`config.mk`:
```
export PLATFORM = sky130hd
export DESIGN_NAME = inst_prefetch_queue
export DESIGN_NICKNAME = d
export VERILOG_FILES = /design/src/rtl/inst_prefetch_queue.sv
export SDC_FILE = /design/constraint.sdc
export NUM_CORES = 1
export LEC_CHECK = 0
export ABC_AREA = 1
export ABC_CLOCK_PERIOD_IN_PS = 6560
export BUFFER_PORTS_ARGS = -buffer_cell sky130_fd_sc_hd__buf_2
export CAP_MARGIN = 20
export CORE_ASPECT_RATIO = 0.75
export CORE_UTILIZATION = 40
export CTS_CLUSTER_DIAMETER = 120
export DETAILED_ROUTE_END_ITERATION = 10
export PLACE_DENSITY = 0.61
export REMOVE_ABC_BUFFERS = 1
export SYNTH_ARGS = -nofsm -noshare
export SYNTH_HDL_FRONTEND = slang
export SYNTH_SLANG_ARGS = --single-unit
```
`constraint.sdc`:
```
create_clock -name clk -period 6.56 [get_ports clk]
set_input_delay 0.656 -clock clk [delete_from_list [all_inputs] [get_ports clk]]
set_output_delay 0.656 -clock clk [all_outputs]
set_load 0.02 [all_outputs]
```
`src/rtl/inst_prefetch_queue.sv`:
```
// Instruction fetch front end: sequential PC issue to imem, DEPTH-entry {code,pc} queue toward decode,
// redirect flush with late-response discard. Optional macro FETCH_STATS_EN adds pop/stall counters.
module inst_prefetch_queue #(
  parameter int unsigned DEPTH           = 4,
  parameter int unsigned MAX_OUTSTANDING = 2,
  parameter logic [31:0] RESET_PC        = 32'h0000_0000
) (
  input  logic        clk,
  input  logic        rst,
  output logic        imem_req,
  output logic [31:0] imem_addr,
  input  logic        imem_ready,
  input  logic        imem_rvalid,
  input  logic [31:0] imem_rdata,
  input  logic        redirect_valid,
  input  logic [31:0] redirect_pc,
  output logic        inst_valid,
  input  logic        inst_ready,
  output logic [31:0] inst_code,
  output logic [31:0] inst_pc
`ifdef FETCH_STATS_EN
  ,
  output logic [31:0] stat_fetched,
  output logic [31:0] stat_stall
`endif
);

  localparam int unsigned PTR_W = (DEPTH > 1) ? $clog2(DEPTH) : 1;
  localparam int unsigned CNT_W = PTR_W + 1;
  localparam logic [CNT_W-1:0] CNT_ZERO = {CNT_W{1'b0}};
  localparam logic [CNT_W-1:0] CNT_ONE  = CNT_W'(1'b1);
  localparam logic [CNT_W-1:0] MAX_OST  = CNT_W'(MAX_OUTSTANDING);
  localparam logic [CNT_W:0]   DEPTH_W  = (CNT_W+1)'(DEPTH);
  localparam logic [PTR_W-1:0] PTR_ONE  = PTR_W'(1'b1);

  logic [31:0]      fetch_pc_r;
  logic [31:0]      resp_pc_r;
  logic [CNT_W-1:0] count_r;
  logic [CNT_W-1:0] outstanding_r;
  logic [CNT_W-1:0] drop_cnt_r;
  logic [PTR_W-1:0] rd_ptr_r;
  logic [PTR_W-1:0] wr_ptr_r;
  logic [31:0]      mem_code_r [DEPTH];
  logic [31:0]      mem_pc_r   [DEPTH];
  logic [31:0]      hold_code_r;
  logic [31:0]      hold_pc_r;

  logic [CNT_W:0]   credit_sum_s;
  logic             accept_s;
  logic             discard_s;
  logic             push_s;
  logic             pop_s;
  logic             queue_nonempty_s;
  logic [31:0]      redirect_base_s;
  logic             unused_pc_bits_s;

  // Issue credit, response/pop qualification and head presentation.
  always_comb begin
    credit_sum_s     = {1'b0, count_r} + {1'b0, outstanding_r};
    queue_nonempty_s = (count_r != CNT_ZERO);
    redirect_base_s  = {redirect_pc[31:2], 2'b00};
    unused_pc_bits_s = ^redirect_pc[1:0];
    imem_req         = rst & ~redirect_valid & (outstanding_r < MAX_OST) & (credit_sum_s < DEPTH_W);
    imem_addr        = fetch_pc_r;
    accept_s         = imem_req & imem_ready;
    discard_s        = imem_rvalid & (drop_cnt_r != CNT_ZERO);
    push_s           = rst & imem_rvalid & ~discard_s & ~redirect_valid;
    inst_valid       = rst & queue_nonempty_s & ~redirect_valid;
    pop_s            = inst_valid & inst_ready;
    if (!rst) begin
      inst_code = 32'h0000_0000;
      inst_pc   = 32'h0000_0000;
    end else if (queue_nonempty_s) begin
      inst_code = mem_code_r[rd_ptr_r];
      inst_pc   = mem_pc_r[rd_ptr_r];
    end else begin
      inst_code = hold_code_r;
      inst_pc   = hold_pc_r;
    end
  end

  // PCs, credit counters, discard counter and queue pointers; redirect overrides push/pop/issue.
  always_ff @(posedge clk) begin
    if (!rst) begin
      fetch_pc_r    <= RESET_PC;
      resp_pc_r     <= RESET_PC;
      count_r       <= CNT_ZERO;
      outstanding_r <= CNT_ZERO;
      drop_cnt_r    <= CNT_ZERO;
      rd_ptr_r      <= {PTR_W{1'b0}};
      wr_ptr_r      <= {PTR_W{1'b0}};
    end else if (redirect_valid) begin
      fetch_pc_r    <= redirect_base_s;
      resp_pc_r     <= redirect_base_s;
      count_r       <= CNT_ZERO;
      wr_ptr_r      <= rd_ptr_r;
      // Everything still in flight, minus a response landing now, belongs to the old stream.
      outstanding_r <= outstanding_r - CNT_W'(imem_rvalid);
      drop_cnt_r    <= outstanding_r - CNT_W'(imem_rvalid);
    end else begin
      if (accept_s) begin
        fetch_pc_r <= fetch_pc_r + 32'd4;
      end
      if (push_s) begin
        wr_ptr_r  <= wr_ptr_r + PTR_ONE;
        resp_pc_r <= resp_pc_r + 32'd4;
      end
      if (pop_s) begin
        rd_ptr_r <= rd_ptr_r + PTR_ONE;
      end
      if (discard_s) begin
        drop_cnt_r <= drop_cnt_r - CNT_ONE;
      end
      case ({accept_s, imem_rvalid})
        2'b10:   outstanding_r <= outstanding_r + CNT_ONE;
        2'b01:   outstanding_r <= outstanding_r - CNT_ONE;
        default: outstanding_r <= outstanding_r;
      endcase
      case ({push_s, pop_s})
        2'b10:   count_r <= count_r + CNT_ONE;
        2'b01:   count_r <= count_r - CNT_ONE;
        default: count_r <= count_r;
      endcase
    end
  end

  // Queue storage; written only on an accepted (non-discarded) response.
  always_ff @(posedge clk) begin
    if (push_s) begin
      mem_code_r[wr_ptr_r] <= imem_rdata;
      mem_pc_r[wr_ptr_r]   <= resp_pc_r;
    end
  end

  // Last head shown to decode, kept on the outputs while the queue is empty.
  always_ff @(posedge clk) begin
    if (!rst) begin
      hold_code_r <= 32'h0000_0000;
      hold_pc_r   <= 32'h0000_0000;
    end else if (inst_valid) begin
      hold_code_r <= inst_code;
      hold_pc_r   <= inst_pc;
    end
  end

`ifdef FETCH_STATS_EN
  // Pop and stall statistics; free-running, wrap at 2^32, untouched by redirect.
  always_ff @(posedge clk) begin
    if (!rst) begin
      stat_fetched <= 32'h0000_0000;
      stat_stall   <= 32'h0000_0000;
    end else begin
      if (pop_s) begin
        stat_fetched <= stat_fetched + 32'd1;
      end
      if (!inst_valid) begin
        stat_stall <= stat_stall + 32'd1;
      end
    end
  end
`endif

  inst_prefetch_queue_chk #(
    .DEPTH          (DEPTH),
    .MAX_OUTSTANDING(MAX_OUTSTANDING),
    .CNT_W          (CNT_W)
  ) u_chk (
    .clk        (clk),
    .rst        (rst),
    .count      (count_r),
    .outstanding(outstanding_r),
    .drop_cnt   (drop_cnt_r)
  );

endmodule

// Structural invariants of the prefetch queue credit scheme.
module inst_prefetch_queue_chk #(
  parameter int unsigned DEPTH           = 4,
  parameter int unsigned MAX_OUTSTANDING = 2,
  parameter int unsigned CNT_W           = 3
) (
  input logic             clk,
  input logic             rst,
  input logic [CNT_W-1:0] count,
  input logic [CNT_W-1:0] outstanding,
  input logic [CNT_W-1:0] drop_cnt
);

  ap_count_le_depth: assert property (@(posedge clk) disable iff (!rst)
    count <= CNT_W'(DEPTH));

  ap_outstanding_le_max: assert property (@(posedge clk) disable iff (!rst)
    outstanding <= CNT_W'(MAX_OUTSTANDING));

  ap_credit_le_depth: assert property (@(posedge clk) disable iff (!rst)
    ({1'b0, count} + {1'b0, outstanding}) <= (CNT_W+1)'(DEPTH));

  ap_drop_le_outstanding: assert property (@(posedge clk) disable iff (!rst)
    drop_cnt <= outstanding);

endmodule

```
==> summary.txt, run 1 <==
Place
  – Port Buffers: 163
  – Placed Area: around 18000 µm²
  – DP HPWL: roughly 27 mm
  – Gpl congestion: 0.900

Floorplanning
  – Die height: 182 µm
  – Die W: around 240 µm
  – Initial Utilization: between 40% and 50%
  – Die area: about 44000 µm²
  – Site Rows: 65
  – Io pins: between 150 and 200
  – Core ar.: roughly 42000 µm²

Timing
  – Post-layout min period: ~3600 ps
  – Fmax: approximately 280 MHz
  – Unrepaired setup endpoints after global routing: false
  – Final period utilization: 54.7%
  – Rel. slew slack: between 20% and 30%
  – Setup TNS: 0 ps
  – Final clock skew: 15.5 ps
  – Fin. Hold Viols: 0
  – Setup Viol. Count Final: 0
  – Least-Margin Pin Slew: between 1000 and 1500 ps
  – Fin. max-slew vios: 0

CTS
  – CTS tree: done
  – CTS Buf Count: 41
  – Post-CTS Repair Setup Buffers: 0
  – Reg clk slew, reported paths: about 60 ps
  – Clk Tree Root Cell: clkbuf_16
  – H-tree depth: 2
  – Clk Latency, worst-skew pair: 550 ps
  – TritonCTS sink count: between 300 and 400
  – Post-CTS sizing: 0
  – Clock Path Buffers: 3
  – Hold_buf cts: 0

Power
  – Max IR drop VDD: a little under 0.0002 V
  – PD cells: ~270 nW/µm²
  – Leakage: roughly 7.6 nW
  – Power, Total: 5.28 mW

Worst setup path
  – Crit Path Max Fanout: 51
  – CP endpoint kind: register
  – Crit Path Class: reg2reg
  – WP data arrival: 3770 ps
  – Crit start category: register
  – WP data required: roughly 6700 ps

Synth
  – Yosys reg bits: ~390
  – Post-Synthesis Cells: approximately 1.8k
  – Ys async rst share: 0%
  – Count of flip-flops with a built-in enable after synthesis: 248
  – Yosys warns: 0
  – Distinct cells, synth: a little over 40
  – Mean area per synthesized cell: 9.42 µm²
  – Cell area after synthesis: ~17000 µm²
  – Register area share after synthesis: 59.4%
  – Top FF cell, synth: edfxtp_1

Cells and area
  – Most frequent cells in the layout: nor2_1 (275), nand2_1 (252), edfxtp_1 (248), o21ai_0 (196), buf_2 (162)
  – Design area: about 20000 µm²
  – Nets: a little over 2k
  – Final core utilization: a little under half
  – Share of post-route cells with drive strength above 1: 14.0%
  – Area grow syn2layout: 15.2%
  – Commonest non-fill, non-tap cell in the layout: nor2_1

Detailed routing
  – Via-to-Cell Ratio: around 5.2
  – Drc violations: 0
  – Vias after detailed routing: 13.3k
  – Routed wire length per instance: approximately 17 µm
  – Routed WL: 43.2 mm
  – Iter 0 DRT Violations: 1118
  – Post-detailed-route count of antenna-violating nets: 0
  – Drt pass-1 iters: 5

Run
  – Maxcap violations: 0

GRT
  – Vias in the first global route: around 12k
  – Largest net degree at the start of global routing: a little under 100
  – Antenna violations before repair: 0
  – GRT Overall Usage: roughly a fifth
  – First-pass GRT wire length: around 69 mm
  – GRT overflow: 0

Worst hold path
  – Worst Hold Class: in2reg

Outcome
  – Status: finished clean
## cell usage after synthesis, drive strengths merged (13+ instances only)
master  count  area, µm²
a21oi      52        260
a31oi      20        125
buf        56        333
clkbuf     48        181
dfxtp     139       2780
edfxtp    248       7450
ha         13        163
inv       163        619
nand2     256        981
nand3     118        613
nor2      285       1090
nor3       22        120
o211ai    125        938
o21ai     236       1180
xor2       21        184
## per-stage QoR
step                      hold slack [ps]  setup slack [ps]  instances
after floorplan                       425              1620       1724
after global placement                435              2410       2470
after detailed placement              450              2430       2471
after CTS                             288              2350       2547
after global routing                  296              2650       2548
final                                 318              2970       2549
## registers in the layout, summed over array words and instances, names as in the netlist, named ones only
signal	count
rd_ptr_r	2
outstanding_r	3
wr_ptr_r	2
drop_cnt_r	3
imem_addr	30
mem_pc_r	120
resp_pc_r	30
hold_code_r	32
mem_code_r	128
hold_pc_r	32
count_r	3
## worst max-delay path, stage by stage (launching register included)
cell and delay, ps:
dfxtp_1 320, inv_1 60, ha_1 150, ha_1 160, nand3_1 190, nor2_2 830, inv_2 320, nor2_4 430
buf_4 710
## area by class of cell
type | count | area [µm²]
fill | 3916 | 22400
inverter | 165 | 629
sequential | 387 | 10200
clock buffer | 53 | 1150
multi-input combinational | 1172 | 5890
timing repair buffer | 179 | 996
clock inverter | 23 | 210
tap | 569 | 712
antenna | 1 | 2.50
## power by group
part / switching, mW / internal, mW / total, mW
combinational: 0.195 / 0.0863 / 0.281
clock: 0.975 / 1.34 / 2.31
sequential: 0.0555 / 2.63 / 2.69
total: 1.23 / 4.06 / 5.28
## cells by family after synthesis
family                   share of synthesized area, %
AO/OA/AOI/OAI                                    14.7
adder cells (fa/ha/maj)                          1.18
buffers and inverters                            6.64
XOR/XNOR                                         1.22
other                                          0.0218
AND/OR/NAND/NOR                                  16.8
flip-flops                                       59.4
## layer usage
metal	vias up	part of all wire, %	wire [µm]	track usage (%)
li1	6556	-	-	-
met1	6232	48	20700	29.1
met2	438	43	18500	29.7
met3	55	7.5	3220	3.65
met5	-	0	0	0
met4	0	1.6	699	4.41
## worst paths after layout
path | startpoint | to | slack (ps) | cells past startpoint
max | drop_cnt_r[0] | mem_code_r[0][18] | 2970 | 8
min | imem_rdata[13] | mem_code_r[1][13] | 320 | 1
max reg2reg | drop_cnt_r[0] | mem_code_r[0][18] | 2970 | 8
min reg2reg | hold_pc_r[0] | hold_pc_r[0] | 460 | 2
No activity file was read; power rests on OpenSTA's default activity.
==> run 2: changes to the inputs <==
--- a/config.mk
+++ b/config.mk
@@ -6,7 +6,7 @@
 export NUM_CORES = 1
 export LEC_CHECK = 0
 export ABC_AREA = 1
-export ABC_CLOCK_PERIOD_IN_PS = 6560
+export ABC_CLOCK_PERIOD_IN_PS = 3550
 export BUFFER_PORTS_ARGS = -buffer_cell sky130_fd_sc_hd__buf_2
 export CAP_MARGIN = 20
 export CORE_ASPECT_RATIO = 0.75
==> constraint.sdc (replaced) <==
create_clock -name clk -period 3.55 [get_ports clk]
set_input_delay 0.355 -clock clk [delete_from_list [all_inputs] [get_ports clk]]
set_output_delay 0.355 -clock clk [all_outputs]
set_load 0.02 [all_outputs]
==> summary.txt, run 2 (synthesized netlist as in run 1, its figures left out) <==
Timing
  – Unrepaired setup endpoints after global routing: false
  – Post-layout min period: 2840 ps
  – Setup Viol. Count Final: 0 (unchanged)
  – Fin. Hold Viols: 0 (unchanged)
  – Least-Margin Pin Slew: 769 ps (-296 ps)
  – Rel. slew slack: 48.7% (+20 points)
  – Final period utilization: 80.0%
  – Fmax: roughly 350 MHz
  – Final clock skew: 25.8 ps (+10.2 ps)
  – Fin. max-slew vios: 0 (unchanged)

Detailed routing
  – Routed WL: 44.0 mm (+1.9%)
  – Drt pass-1 iters: 5 (unchanged)
  – Iter 0 DRT Violations: 1166 (+4.3%)
  – Vias after detailed routing: 13.5k (+1.4%)
  – Drc violations: 0 (unchanged)
  – Routed wire length per instance: 17.2 µm (+1.8%)
  – Post-detailed-route count of antenna-violating nets: 0 (unchanged)
  – Via-to-Cell Ratio: 5.28 (+1.3%)

Floorplanning
  – Initial Utilization: 40.8% (unchanged)
  – Site Rows: 65 (unchanged)
  – Die area: 43900 µm² (unchanged)
  – Die height: 182 µm (unchanged)
  – Io pins: 168 (unchanged)
  – Die W: 242 µm (unchanged)
  – Core ar.: 42200 µm² (unchanged)

Worst setup path
  – R2R Setup Slk: 970 ps (-2000 ps)
  – Most common cell on crit path: o211ai_1
  – End of the critical path: inst_pc[15]
  – Reg2reg end: count_r[2]
  – WP data arrival: 2480 ps (-1290 ps)
  – Worst reg2reg path depth: 13 (+5)
  – CP max stage delay: 700 ps (-130 ps)
  – Crit Path Class: reg2out
  – CP endpoint kind: output pin
  – Max stage delay cell, worst path: dfxtp_4
  – Crit-path cells: buf_4 > o21ai_0 > o211ai_1 > o211ai_1 > inv_1 > buf_2
  – WP data required: 3190 ps (-3550 ps)
  – Delay-heaviest family, CP: buffers and inverters
  – Crit start category: register
  – Reg2reg start: drop_cnt_r[0]
  – WP depth: 6 (-2)
  – Buf+Inv Stages, Crit Path: 3 (unchanged)
  – Crit Path Max Fanout: 52 (+2.0%)

Cells and area
  – Most frequent cells in the layout: nor2_1 (276), nand2_1 (252), edfxtp_1 (248), o21ai_0 (196), buf_2 (162)
  – Finished Layout Cells: 2552 (+0.12%)
  – Flip-flop and latch area: 10200 µm² (unchanged)
  – Reg with most FFs: mem_code_r
  – Commonest non-fill, non-tap cell in the layout: nor2_1
  – Nets: 2036 (+0.25%)
  – Share of post-route cells with drive strength above 1: 14.0% (-0.028 points)
  – Filler Cells Inserted: 3963 (+1.2%)
  – Area grow syn2layout: 15.8%
  – Design area: 19900 µm² (+0.54%)
  – Multi-input combinational cell area: 5890 µm² (about the same)
  – Max reg flops: 128 (unchanged)
  – Top flop regs: mem_code_r: 128 flops, mem_pc_r: 120 flops
  – N_diodes: 0 (-1)

CTS
  – Clock Path Buffers: 3 (unchanged)
  – Reg clk slew, reported paths: 60 ps (about the same)
  – H-tree depth: 2 (unchanged)
  – Clk Latency, worst-skew pair: 550 ps (about the same)
  – Post-CTS Repair Setup Buffers: 0 (unchanged)
  – CTS Buf Count: 40 (-2.4%)
  – TritonCTS sink count: 387 (unchanged)
  – Clk Tree Root Cell: clkbuf_16
  – CTS tree: done

Power
  – Leakage: 7.67 nW (+0.67%)
  – PD cells: 497 nW/µm² (+87%)
  – Power, Total: 9.91 mW (+88%)
  – Max IR drop VDD: 0.000304 V (+56%)

GRT
  – GRT overflow: 0 (unchanged)
  – First-pass GRT wire length: 69.1 mm (+0.54%)
  – Antenna violations before repair: 2 (+2)
  – Largest net degree at the start of global routing: 142 (+45%)
  – Vias in the first global route: 12.4k (-0.44%)
  – GRT Overall Usage: 19.8% (+0.18 points)

Place
  – Port Buffers: 163 (unchanged)
  – Placed Area: 18500 µm² (+0.35%)
  – DP HPWL: 27.0 mm (-1.6%)
  – Placed cells: 2475 (+0.16%)
  – Gpl congestion: 0.890 (-1.1%)

Outcome
  – Status: finished clean

Run
  – Maxcap violations: 0 (unchanged)

Worst hold path
  – Worst Hold Class: in2reg
## run 2: routing by layer
layer  share of wire, %  vias to the layer above  routed length (µm)  track usage, %
met5                  0                        -                   0               0
met2                 43                      400               19100            30.2
met4                1.6                        0                 697            4.15
met1                 49                     6461               21600            29.7
met3                6.1                       61                2680            3.21
li1                   -                     6549                   -               -
## run 2: repair_timing
item                                    4_1_cts  5_1_grt
gates resized for setup                       0        0
endpoints found under the setup margin        0        0
endpoints found under the hold margin        12        0
hold buffers                                  3        0
## run 2: worst min path at each step
stage,startpoint,endpoint,slack (ps),cells after the start
floorplan,hold_pc_r[0],hold_pc_r[0],430,2
global placement,hold_pc_r[0],hold_pc_r[0],440,2
detailed placement,hold_pc_r[0],hold_pc_r[0],440,2
CTS,imem_rdata[0],mem_code_r[0][0],2,1
global route,imem_rdata[8],mem_code_r[2][8],5,1
finish,imem_rdata[24],mem_code_r[2][24],20,1
## run 2: area by class of cell
class	instances	area share, %
repair buffers	185	5.35
inverters	165	3.16
clock inverters	19	1.33
multi-input cells	1172	29.5
well taps	569	3.57
flip-flops and latches	387	51.3
clock buffers	55	5.71
## run 2: report_power, final
group	switching, mW	total, mW	internal (mW)
clock	1.78	4.41	2.64
sequential	0.104	4.97	4.86
combinational	0.363	0.529	0.166
total	2.24	9.91	7.67
## run 2: stage by stage
stage / setup slack, ps / setup TNS, ps / utilization, % / hold slack (ps)
finish: 711 / 0 / 47.2 / 21.5
global placement: 959 / 0 / 43.8 / 436
detailed placement: 940 / 0 / 43.8 / 444
floorplan: -1390 / -399950 / - / 425
global route: 452 / 0 / 47.2 / 5.04
CTS: 668 / 0 / 47.2 / 2.28
